==> src/rtl/cart_rom_arbiter.sv <==
// cart_rom_arbiter: shares one single-port cart ROM between the download writer and two GB cart read ports
module cart_rom_arbiter #(
  parameter int ADDR_W = 24,
  parameter int DATA_W = 16,
  parameter int RD_LAT = 1
) (
  input  logic              clk_sys,
  input  logic              reset_n,
  input  logic              dn_req,
  input  logic [ADDR_W-1:0] dn_addr,
  input  logic [DATA_W-1:0] dn_data,
  output logic              dn_ack,
  input  logic              rq1_req,
  input  logic [ADDR_W-1:0] rq1_addr,
  output logic              rq1_ack,
  output logic [DATA_W-1:0] rq1_data,
  input  logic              rq2_req,
  input  logic [ADDR_W-1:0] rq2_addr,
  output logic              rq2_ack,
  output logic [DATA_W-1:0] rq2_data,
  output logic [ADDR_W-1:0] mem_addr,
  output logic              mem_we,
  output logic [DATA_W-1:0] mem_din,
  input  logic [DATA_W-1:0] mem_dout,
  output logic              busy,
  output logic [1:0]        grant
);
  typedef enum logic [1:0] {IDLE, WR, RD, ACK} state_t;
  localparam int CW = $clog2(RD_LAT + 2);
  localparam logic [CW-1:0] LAST = CW'(RD_LAT);
  state_t state;
  logic [CW-1:0] cnt;
  logic last2;
  logic pick2;
  // gb2 wins when it is the only reader or when gb1 was served last
  always_comb pick2 = rq2_req & (~rq1_req | ~last2);
  // arbitration FSM: download first, then round-robin reads, one ack cycle per access
  always_ff @(posedge clk_sys or negedge reset_n) begin
    if (!reset_n) begin
      state    <= IDLE;
      cnt      <= '0;
      last2    <= 1'b1;
      dn_ack   <= 1'b0;
      rq1_ack  <= 1'b0;
      rq2_ack  <= 1'b0;
      rq1_data <= '0;
      rq2_data <= '0;
      mem_addr <= '0;
      mem_we   <= 1'b0;
      mem_din  <= '0;
      busy     <= 1'b0;
      grant    <= 2'd0;
    end else begin
      dn_ack  <= 1'b0;
      rq1_ack <= 1'b0;
      rq2_ack <= 1'b0;
      case (state)
        IDLE: begin
          if (dn_req) begin
            mem_addr <= dn_addr;
            mem_din  <= dn_data;
            mem_we   <= 1'b1;
            grant    <= 2'd3;
            busy     <= 1'b1;
            state    <= WR;
          end else if (rq1_req | rq2_req) begin
            mem_addr <= pick2 ? rq2_addr : rq1_addr;
            grant    <= pick2 ? 2'd2 : 2'd1;
            busy     <= 1'b1;
            cnt      <= '0;
            state    <= RD;
          end
        end
        WR: begin
          mem_we <= 1'b0;
          dn_ack <= 1'b1;
          state  <= ACK;
        end
        RD: begin
          if (cnt == LAST) begin
            if (grant == 2'd2) begin
              rq2_data <= mem_dout;
              rq2_ack  <= 1'b1;
            end else begin
              rq1_data <= mem_dout;
              rq1_ack  <= 1'b1;
            end
            last2 <= grant == 2'd2;
            state <= ACK;
          end else cnt <= cnt + CW'(1);
        end
        ACK: begin
          grant <= 2'd0;
          busy  <= 1'b0;
          state <= IDLE;
        end
      endcase
    end
  end
endmodule
==> config.mk <==
export PLATFORM = sky130hd
export DESIGN_NAME = cart_rom_arbiter
export DESIGN_NICKNAME = d
export VERILOG_FILES = /design/src/rtl/cart_rom_arbiter.sv
export SDC_FILE = /design/constraint.sdc
export NUM_CORES = 1
export LEC_CHECK = 0
export BUFFER_PORTS_ARGS = -buffer_cell sky130_fd_sc_hd__buf_2
export CAP_MARGIN = 5
export CELL_PAD_IN_SITES_DETAIL_PLACEMENT = 1
export CELL_PAD_IN_SITES_GLOBAL_PLACEMENT = 1
export CORE_ASPECT_RATIO = 0.75
export CORE_MARGIN = 5
export CORE_UTILIZATION = 39
export CTS_BUF_LIST = sky130_fd_sc_hd__clkbuf_8
export DETAILED_ROUTE_END_ITERATION = 10
export MAX_ROUTING_LAYER = met4
export PLACE_DENSITY_LB_ADDON = 0.1
export RECOVER_POWER = 100
export REMOVE_ABC_BUFFERS = 1
export SETUP_SLACK_MARGIN = 0.3
export SLEW_MARGIN = 30
export SYNTH_ARGS = -nofsm -noshare
export SYNTH_HDL_FRONTEND = slang
export SYNTH_SLANG_ARGS = --single-unit
export TNS_END_PERCENT = 30
==> constraint.sdc <==
create_clock -name clk_sys -period 2.75 [get_ports clk_sys]
set_clock_uncertainty 0.05 [all_clocks]
set_input_delay 0.6875 -clock clk_sys [delete_from_list [all_inputs] [get_ports clk_sys]]
set_output_delay 0.6875 -clock clk_sys [all_outputs]
set_load 0.02 [all_outputs]
# After elaboration in Yosys (flattened, before gate mapping)

Index checks and enable logic that the tools add are counted.

Input port bits: 109
Bits in registers: 84
Logic and storage cells: 72

Reductions and logical operators: 14
Equal/unequal tests: 11
$add $sub $neg: 1
Multiplexer cells: 27
Bitwise logic cells: 6

Operators by type and width:

| operator            | count |
|---|---|
| $mux 24             | 3 |
| $mux 2              | 9 |
| $reduce_and 2->1    | 6 |
| $mux 1              | 10 |
| $ne 2x2->1 const B  | 5 |
| $pmux 2 s2          | 2 |
| $pmux 2 s4          | 1 |
| $reduce_bool 2->1   | 4 |
| $eq 2x2->1 const B  | 3 |
| $reduce_and 3->1    | 2 |
| $eq 2x1->1 const B  | 2 |
| $pmux 1 s2          | 2 |
| $reduce_and 4->1    | 1 |
| $ne 3x3->1 const B  | 1 |
| $not 1->1           | 3 |
| $add 2x1->2 const B | 1 |
| $logic_not 2->1     | 1 |
| $or 1x1->1          | 2 |
| $and 1x1->1         | 1 |

# Logic depth before layout (Yosys ltp)

Gate-level depths: netlist of the first run.

Depth after elaboration: 7
Depth in mapped cells: 6
Gate-level depth less buffers: 5

# Least setup slack after synthesis of the first run

Ideal clock, no wire load.

Kind: register -> register
From: register state[0]
To: register rq1_data[10]
Setup time: 0.125 ns
Arrival: 1.539 ns
Setup slack: 1.035 ns
Cell stages (with the launch flop): 7
Period minus slack after synthesis: 1.715 ns
Cell sequence: dfrtp_1 -> inv_1 -> ha_1 -> nand2_4 -> nor2_4 -> buf_12 -> mux2_4

Word-level cells in the longest chain between the ends: 2

Ends and longest elaborated chain:

| item                       | RTL line | source |
|---|---|---|
| from (decl)                | 31       | `state_t state;` |
| from (signal assigned)     | 40       | `state <= IDLE;` |
| from (signal assigned)     | 65       | `state <= WR;` |
| from (signal assigned)     | 71       | `state <= RD;` |
| $eq 2x2->1                 | 57       | `case (state)` |
| $reduce_and 3->1 (no line) | -        |  |
| to (signal assigned)       | 85       | `rq1_data <= mem_dout;` |
| to (decl)                  | 16       | `output logic [DATA_W-1:0] rq1_data,` |

Every way passes these cells.
A chain may end at the register's enable or synchronous reset.

# Final worst setup path of the first run

From: input dn_req
To: register state[1]

Word-level cells in the longest chain between the ends: 2
Elaborated cells on any way between the ends: 4
Classes of those cells: eq/ne (1); mux (2); reduce/logical (1)

Ends and longest elaborated chain:

| item                                                  | RTL line | source |
|---|---|---|
| from (decl)                                           | 9        | `input logic dn_req,` |
| $mux 2 / $ne 3x3->1 (equally long branches)           | -        |  |
| $pmux 2 s4 / $reduce_and 2->1 (equally long branches) | -        |  |
| to (signal assigned)                                  | 65       |  |
| to (signal assigned)                                  | 71       |  |
| to (signal assigned)                                  | 77       | `state <= ACK;` |

Several ways; a longest one is shown, not always the timed one.

==> impl_metrics.py, run 1 <==
metrics = {
    "die": {
        "fp-row-count": 31,
        "io_pins": 188,
        "die_area_sq_um": 12200,
        "coreArea_sq_um": 9736,
        "fp.dieW_microns": 125.9,
        "die_h_microns": 96.92,
        "initial_core_util": 0.4035,
    },
    "drt": {
        "totalWireLength_microns": 12220,
        "wl_met2_microns": 6176,
        "ant_nets": 0,
        "via_count": 3366,
        "avgRoutedWirePerCell_microns": 18.86,
        "top_layer": "met4",
        "wl_met3_microns": 723,
        "drc": 0,
        "first_pass_iters": 4,
        "drt_iter0_markers": 131,
        "via_per_inst": 5.194,
        "wl_met1_microns": 5169,
    },
    "global_route": {
        "grt_pass1_wl_microns": 19270,
        "gr-total-overflow": 0,
        "grtUsageTotal": 0.2018,
        "grt_max_degree": 51,
        "grt_pass1_vias": 3618,
        "grt_antenna_before_repair": 0,
    },
    "setup_path": {
        "critPathCaptureType": "register",
        "crit_type": "primary input to register",
        "cp_common_cell": "clkbuf_1",
        "cp-start-kind": "primary input",
        "worst_path_max_delay_cell": "clkbuf_1",
        "crit_chain": "clkbuf_1 -> clkbuf_1 -> o21ai_0 -> mux2_2",
        "crit_fanout": 26,
        "critPathRequiredTime_ns": 2.94,
        "max_stage_delay_ns": 0.96,
        "critPathArrivalTime_ns": 2.45,
        "rr_worst_depth": 5,
    },
    "yosys": {
        "ys_ff_latch": 84,
        "avgSynthCellArea_sq_um": 11.94,
        "ys_seq_area_frac": 0.5354,
        "syn-cell-area_sq_um": 3929,
        "yosysWarnings": 0,
        "syn_inst": 329,
        "ys_types": 41,
    },
    "clock_tree": {
        "clockBufferDepth": 2,
        "cts_setup_buffers": 0,
        "holdBufCountCts": 0,
        "cts.sinks": 84,
        "tritoncts": "done",
        "worstSkewPairLatency_ns": 0.35,
        "root_buffer": "clkbuf_8",
        "path_clk_slew_ns": 0.09,
        "cts_max_level": 3,
        "post_cts_resized": 0,
        "cts-buffers-inserted": 9,
    },
    "cells_and_area": {
        "final_common_cell": "buf_2",
        "num-nets-final": 627,
        "antenna_cells": 0,
        "mostFrequentLayoutCells": "106 x buf_2, 83 x dfrtp_1, 81 x clkbuf_1",
        "area_growth_pct": 26.18,
        "layout-drive-gt1-share": 0.3275,
    },
    "sta": {
        "fmax_mhz": 441.8,
        "worstMarginPinSlew_ns": 1.251,
        "setup_viol_count_final": 0,
        "rsz0062_at_grt": "no",
        "slew_headroom": 0.1657,
        "final_hold_viol_count": 0,
        "fin_setup_tns_ns": 0,
        "fin_crit_ns": 2.264,
        "period_share": 0.8231,
        "whs_ns": 0.2217,
        "slew_violations": 0,
    },
    "placed_design": {
        "dp_hpwl_microns": 9426,
        "gp_congestion": 0.7795,
        "port_buffers": 187,
    },
    "worst_hold_path": {
        "hp-class": "primary input to asynchronous set/reset pin",
    },
    "power": {
        "power_density_nw_per_um2": 1196,
        "leakage_nw": 2.212,
        "ir_drop_uv": 553.9,
    },
    "outcome": {
        "outcome": "complete, no violations",
    },
    "run": {
        "maxCapViolCount": 0,
    },
}
## layout make-up
cell class | instances | area [sq um]
Clock buffer | 9 | 123.9
Clock inverter | 7 | 98.84
Fill cell | 1172 | 4778
Inverter | 8 | 30.03
Multi-Input combinational cell | 215 | 1559
Sequential cell | 84 | 2103
Tap cell | 132 | 165.2
Timing Repair Buffer | 193 | 877.1
## worst paths after layout
kind,startpoint,endpoint,slack (ns)
setup / recovery,dn_req,state[1],0.49
setup reg to reg,state[0],rq1_data[2],0.51
min in group clk_sys,rq1_data[4],rq1_data[4],0.45
max in group asynchronous,reset_n,mem_din[0],0.87
hold reg to reg,rq1_data[4],rq1_data[4],0.45
hold / removal,reset_n,mem_addr[10],0.22
## power by group
| group | switching [mW] | leakage (nW) | internal [mW] | total (mW) |
|---|---|---|---|---|
| clock | 0.464 | 0.110 | 0.516 | 0.980 |
| sequential | 0.364 | 0.988 | 1.86 | 2.23 |
| combinational | 1.77 | 1.11 | 0.951 | 2.72 |
| total | 2.60 | 2.21 | 3.33 | 5.93 |
## worst max-delay path, delay by kind of cell
kind,cells,cell delay [ns]
buf+inv,2,1.24
mux,1,0.31
compound gates,1,0.21
## cells in the mapped netlist
library cell / instances / area (sq um)
dfrtp_1: 83 / 2077
nand3_1: 51 / 255.2
mux2_2: 32 / 360.4
nor2_1: 27 / 101.4
a41oi_1: 24 / 210.2
nand2_1: 24 / 90.09
mux2_4: 17 / 255.2
buf_2: 7 / 35.03
ha_1: 7 / 87.58
inv_1: 7 / 26.28
o21ai_0: 6 / 30.03
buf_6: 5 / 56.30
clkbuf_1: 5 / 18.77
buf_4: 4 / 30.03
a21oi_1: 3 / 15.01
nand2_4: 2 / 22.52
a2111oi_0: 1 / 8.760
a211o_1: 1 / 8.760
a21bo_1: 1 / 10.01
a21boi_0: 1 / 7.510
a21boi_4: 1 / 18.77
a2bb2oi_1: 1 / 8.760
a311oi_1: 1 / 8.760
a31o_1: 1 / 8.760
a31oi_1: 1 / 6.260
and2_1: 1 / 6.260
buf_12: 1 / 20.02
dfstp_2: 1 / 26.28
inv_2: 1 / 3.750
mux2_1: 1 / 11.26
nand2b_1: 1 / 6.260
nand3_4: 1 / 17.52
nor2_4: 1 / 11.26
nor2b_4: 1 / 13.76
nor3_2: 1 / 10.01
nor3b_1: 1 / 7.510
o21bai_1: 1 / 7.510
o221ai_1: 1 / 8.760
o31a_1: 1 / 8.760
or2_2: 1 / 6.260
or3_1: 1 / 6.260
## stage by stage
stage	cells	util	instance area, sq um	setup slack [ns]	power (mW)
floorplan	307	-	3769	0.4161	4.143
global placement	632	0.5064	4930	0.7476	5.153
detailed placement	632	0.5064	4930	0.6673	5.294
CTS	648	0.5292	5152	0.6300	6.290
global route	648	0.5092	4957	0.2943	6.340
finish	648	0.5092	4957	0.4864	5.927
## routing by layer
| layer | vias up | global-route usage |
|---|---|---|
| met2 | 108 | 0.3445 |
| met3 | 10 | 0.04956 |
| li1 | 1550 | - |
| met4 | 0 | 0.04864 |
| met1 | 1698 | 0.2412 |
| met5 | - | - |
## sequential cells by signal, indices dropped and copies added, names as in the netlist
name / count
busy: 1
cnt: 2
dn_ack: 1
grant: 2
last2: 1
mem_addr: 24
mem_din: 16
mem_we: 1
rq1_ack: 1
rq1_data: 16
rq2_ack: 1
rq2_data: 16
state: 2
## kinds of logic (layout without fill, tap and decap cells)
logic type,count (synthesis),after routing,share of synthesized area
compound gates,45,45,0.09332
fa+ha+maj,7,7,0.02229
buf+inv,30,217,0.04841
flops,84,84,0.5354
mux,50,50,0.1596
simple gates,113,113,0.1411
(Power assumes the default switching activity.)
==> run 2, diff against run 1 <==
--- a/config.mk
+++ b/config.mk
@@ -5,13 +5,14 @@
 export SDC_FILE = /design/constraint.sdc
 export NUM_CORES = 1
 export LEC_CHECK = 0
+export ABC_AREA = 1
 export BUFFER_PORTS_ARGS = -buffer_cell sky130_fd_sc_hd__buf_2
 export CAP_MARGIN = 5
 export CELL_PAD_IN_SITES_DETAIL_PLACEMENT = 1
 export CELL_PAD_IN_SITES_GLOBAL_PLACEMENT = 1
 export CORE_ASPECT_RATIO = 0.75
 export CORE_MARGIN = 5
-export CORE_UTILIZATION = 39
+export CORE_UTILIZATION = 31
 export CTS_BUF_LIST = sky130_fd_sc_hd__clkbuf_8
 export DETAILED_ROUTE_END_ITERATION = 10
 export MAX_ROUTING_LAYER = met4
==> constraint.sdc (replaced) <==
create_clock -name clk_sys -period 2 [get_ports clk_sys]
set_clock_uncertainty 0.05 [all_clocks]
set_input_delay 0.5 -clock clk_sys [delete_from_list [all_inputs] [get_ports clk_sys]]
set_output_delay 0.5 -clock clk_sys [all_outputs]
set_load 0.02 [all_outputs]
==> impl_metrics.py, run 2 <==
metrics = {
    "yosys": {
        "synth_top_area_frac": 0.5108,
        "synth.most_common_cell": "nand2_1",
        "avgSynthCellArea_sq_um": 8.689,
        "synth_top_cell_by_area": "dfrtp_1",
        "syn-cell-area_sq_um": 4066,
        "syn_inst": 468,
        "ys_seq_area_frac": 0.5172,
        "ys.flop_type": "dfrtp_1",
        "synth.area.top_cells": "dfrtp_1 51%, nand2_1 11%, nor2_1 7.1%",
        "yosysWarnings": 0,
        "synth-edff-count": 0,
        "ys_top_cells_by_count": "119 x nand2_1, 83 x dfrtp_1, 77 x nor2_1",
        "postSynth.asyncResetShare": 1.000,
        "ys_types": 23,
        "ys_ff_latch": 84,
    },
    "setup_path": {
        "crit_type": "register to register",
        "worstSetupEndpoint": "mem_addr[1]",
        "r2r-end": "mem_addr[1]",
        "regToRegSetupSlack_ns": 0.33,
        "cp-start-kind": "register",
        "critPathRequiredTime_ns": 2.19,
        "critPathArrivalTime_ns": 1.86,
        "crit_path_start": "state[1]",
        "critPathCaptureType": "register",
        "crit_fanout": 25,
        "rr_worst_depth": 8,
        "r2r_start": "state[1]",
    },
    "global_route": {
        "grt_pass1_vias": 4014,
        "grt_pass1_wl_microns": 20070,
        "grt_antenna_before_repair": 0,
        "grtUsageTotal": 0.1664,
        "gr-total-overflow": 0,
        "grt_max_degree": 51,
    },
    "power": {
        "power_density_nw_per_um2": 1595,
        "ir_drop_uv": 514.4,
        "leakage_nw": 2.681,
        "power.total_mw": 8.397,
    },
    "die": {
        "fp-row-count": 36,
        "die_h_microns": 109.2,
        "initial_core_util": 0.3146,
        "die_area_sq_um": 15530,
        "coreArea_sq_um": 12930,
        "io_pins": 188,
        "fp.dieW_microns": 142.3,
    },
    "drt": {
        "wl_met2_microns": 5794,
        "avgRoutedWirePerCell_microns": 15.20,
        "top_layer": "met4",
        "wl_met3_microns": 776,
        "totalWireLength_microns": 12540,
        "via_count": 3808,
        "wl_met1_microns": 5878,
        "ant_nets": 0,
        "drt_iter0_markers": 119,
        "first_pass_iters": 4,
        "drc": 0,
        "via_per_inst": 4.616,
    },
    "cells_and_area": {
        "num-nets-final": 766,
        "largest_reg_flops": 24,
        "final_area_sq_um": 5265,
        "antenna_cells": 0,
        "layout-drive-gt1-share": 0.2232,
        "mostFrequentLayoutCells": "119 x nand2_1, 107 x buf_2, 83 x dfrtp_1",
        "area_growth_pct": 29.48,
        "final_common_cell": "nand2_1",
        "regMostFlops": "mem_addr",
    },
    "sta": {
        "worstMarginPinSlew_ns": 0.9516,
        "fmax_mhz": 597.1,
        "period_share": 0.8373,
        "slew_violations": 0,
        "slew_headroom": 0.3656,
        "rsz0062_at_grt": "yes",
        "setup_viol_count_final": 0,
        "fin_crit_ns": 1.675,
        "final_hold_viol_count": 0,
        "fin_setup_tns_ns": 0,
    },
    "clock_tree": {
        "tritoncts": "done",
        "clockBufferDepth": 2,
        "path_clk_slew_ns": 0.09,
        "cts.sinks": 84,
        "cts_max_level": 3,
        "cts_setup_buffers": 0,
        "root_buffer": "clkbuf_8",
        "cts-buffers-inserted": 9,
        "worstSkewPairLatency_ns": 0.35,
    },
    "placed_design": {
        "gp_congestion": 0.8156,
        "dp_hpwl_microns": 9386,
        "post_dp_cell_area_sq_um": 5157,
        "port_buffers": 187,
    },
    "run": {
        "maxCapViolCount": 0,
    },
    "worst_hold_path": {
        "hp-class": "primary input to asynchronous set/reset pin",
    },
    "outcome": {
        "outcome": "complete, no violations",
    },
}
[run 2: cell count changes after synthesis, sizes merged, moves of 2 or more]
cell    before  now
a41oi       24    0
nand4        0   28
a21boi       2    0
nand2       26  123
inv          8   31
nand3       52   29
o21ai        6   40
nor2        28   77
buf         17   22
mux2        50   16
[run 2: final cells by class]
cell class	instances	area, sq um
clock inverters	6	112.6
well taps	171	214.0
repair buffers	199	991.0
fillers	1668	7662
clock buffers	9	123.9
inverters	31	116.4
multi-input cells	325	1604
flip-flops and latches	84	2103
[run 2: metrics by stage]
stage          std cells  hold slack (ns)    util  setup WS, ns
6_report             825           0.2129  0.4073        0.3254
3_3_place_gp         809           0.4122  0.3990        0.3332
3_5_place_dp         809           0.4216  0.3990        0.2898
2_1_floorplan        440           0.1544       -        0.1032
4_1_cts              824          0.04662  0.4174        0.3200
5_1_grt              825           0.2813  0.4073        0.1671
[run 2: cell families after synthesis]
kind of cell	after synthesis	synth area share
flops	84	0.5172
simple gates	258	0.2711
buf+inv	59	0.07631
fa+ha+maj	7	0.02154
mux	16	0.05815
compound gates	44	0.05569
[run 2: what timing repair did]
action,4_1_cts,5_1_grt
gates cloned,0,1
gates resized for setup,1,5
hold buffers,0,0
endpoints found under the setup margin,8,44
[run 2: how the worst min path moves through the flow]
stage / startpoint / end / slack, ns
2_1_floorplan: reset_n / busy / 0.15
3_3_place_gp: rq2_data[6] / rq2_data[6] / 0.41
3_5_place_dp: rq1_data[11] / rq1_data[11] / 0.42
4_1_cts: reset_n / mem_addr[5] / 0.05
5_1_grt: reset_n / mem_addr[5] / 0.28
6_report: reset_n / mem_addr[5] / 0.21
[run 2: power breakdown]
group          leakage, nW  switching (mW)  internal (mW)  total, mW
combinational         1.58            2.66           1.28       3.93
sequential           0.977           0.462           2.55       3.01
clock                0.120           0.626          0.828       1.45
total                 2.68            3.74           4.65       8.40
[run 2: layer usage]
metal	vias up	GRT usage
met1	1822	0.2225
met4	0	0.03425
met5	-	-
li1	1868	-
met2	108	0.2576
met3	10	0.04253
[run 2: critical path, cell delays in order, from the launching register on]
cell and delay, ns:
dfrtp_1 0.42, inv_1 0.12, ha_1 0.29, nand2_2 0.13
nand2_4 0.13, buf_16 0.18, nand2_1 0.07, nor2_1 0.11
nor2_1 0.05
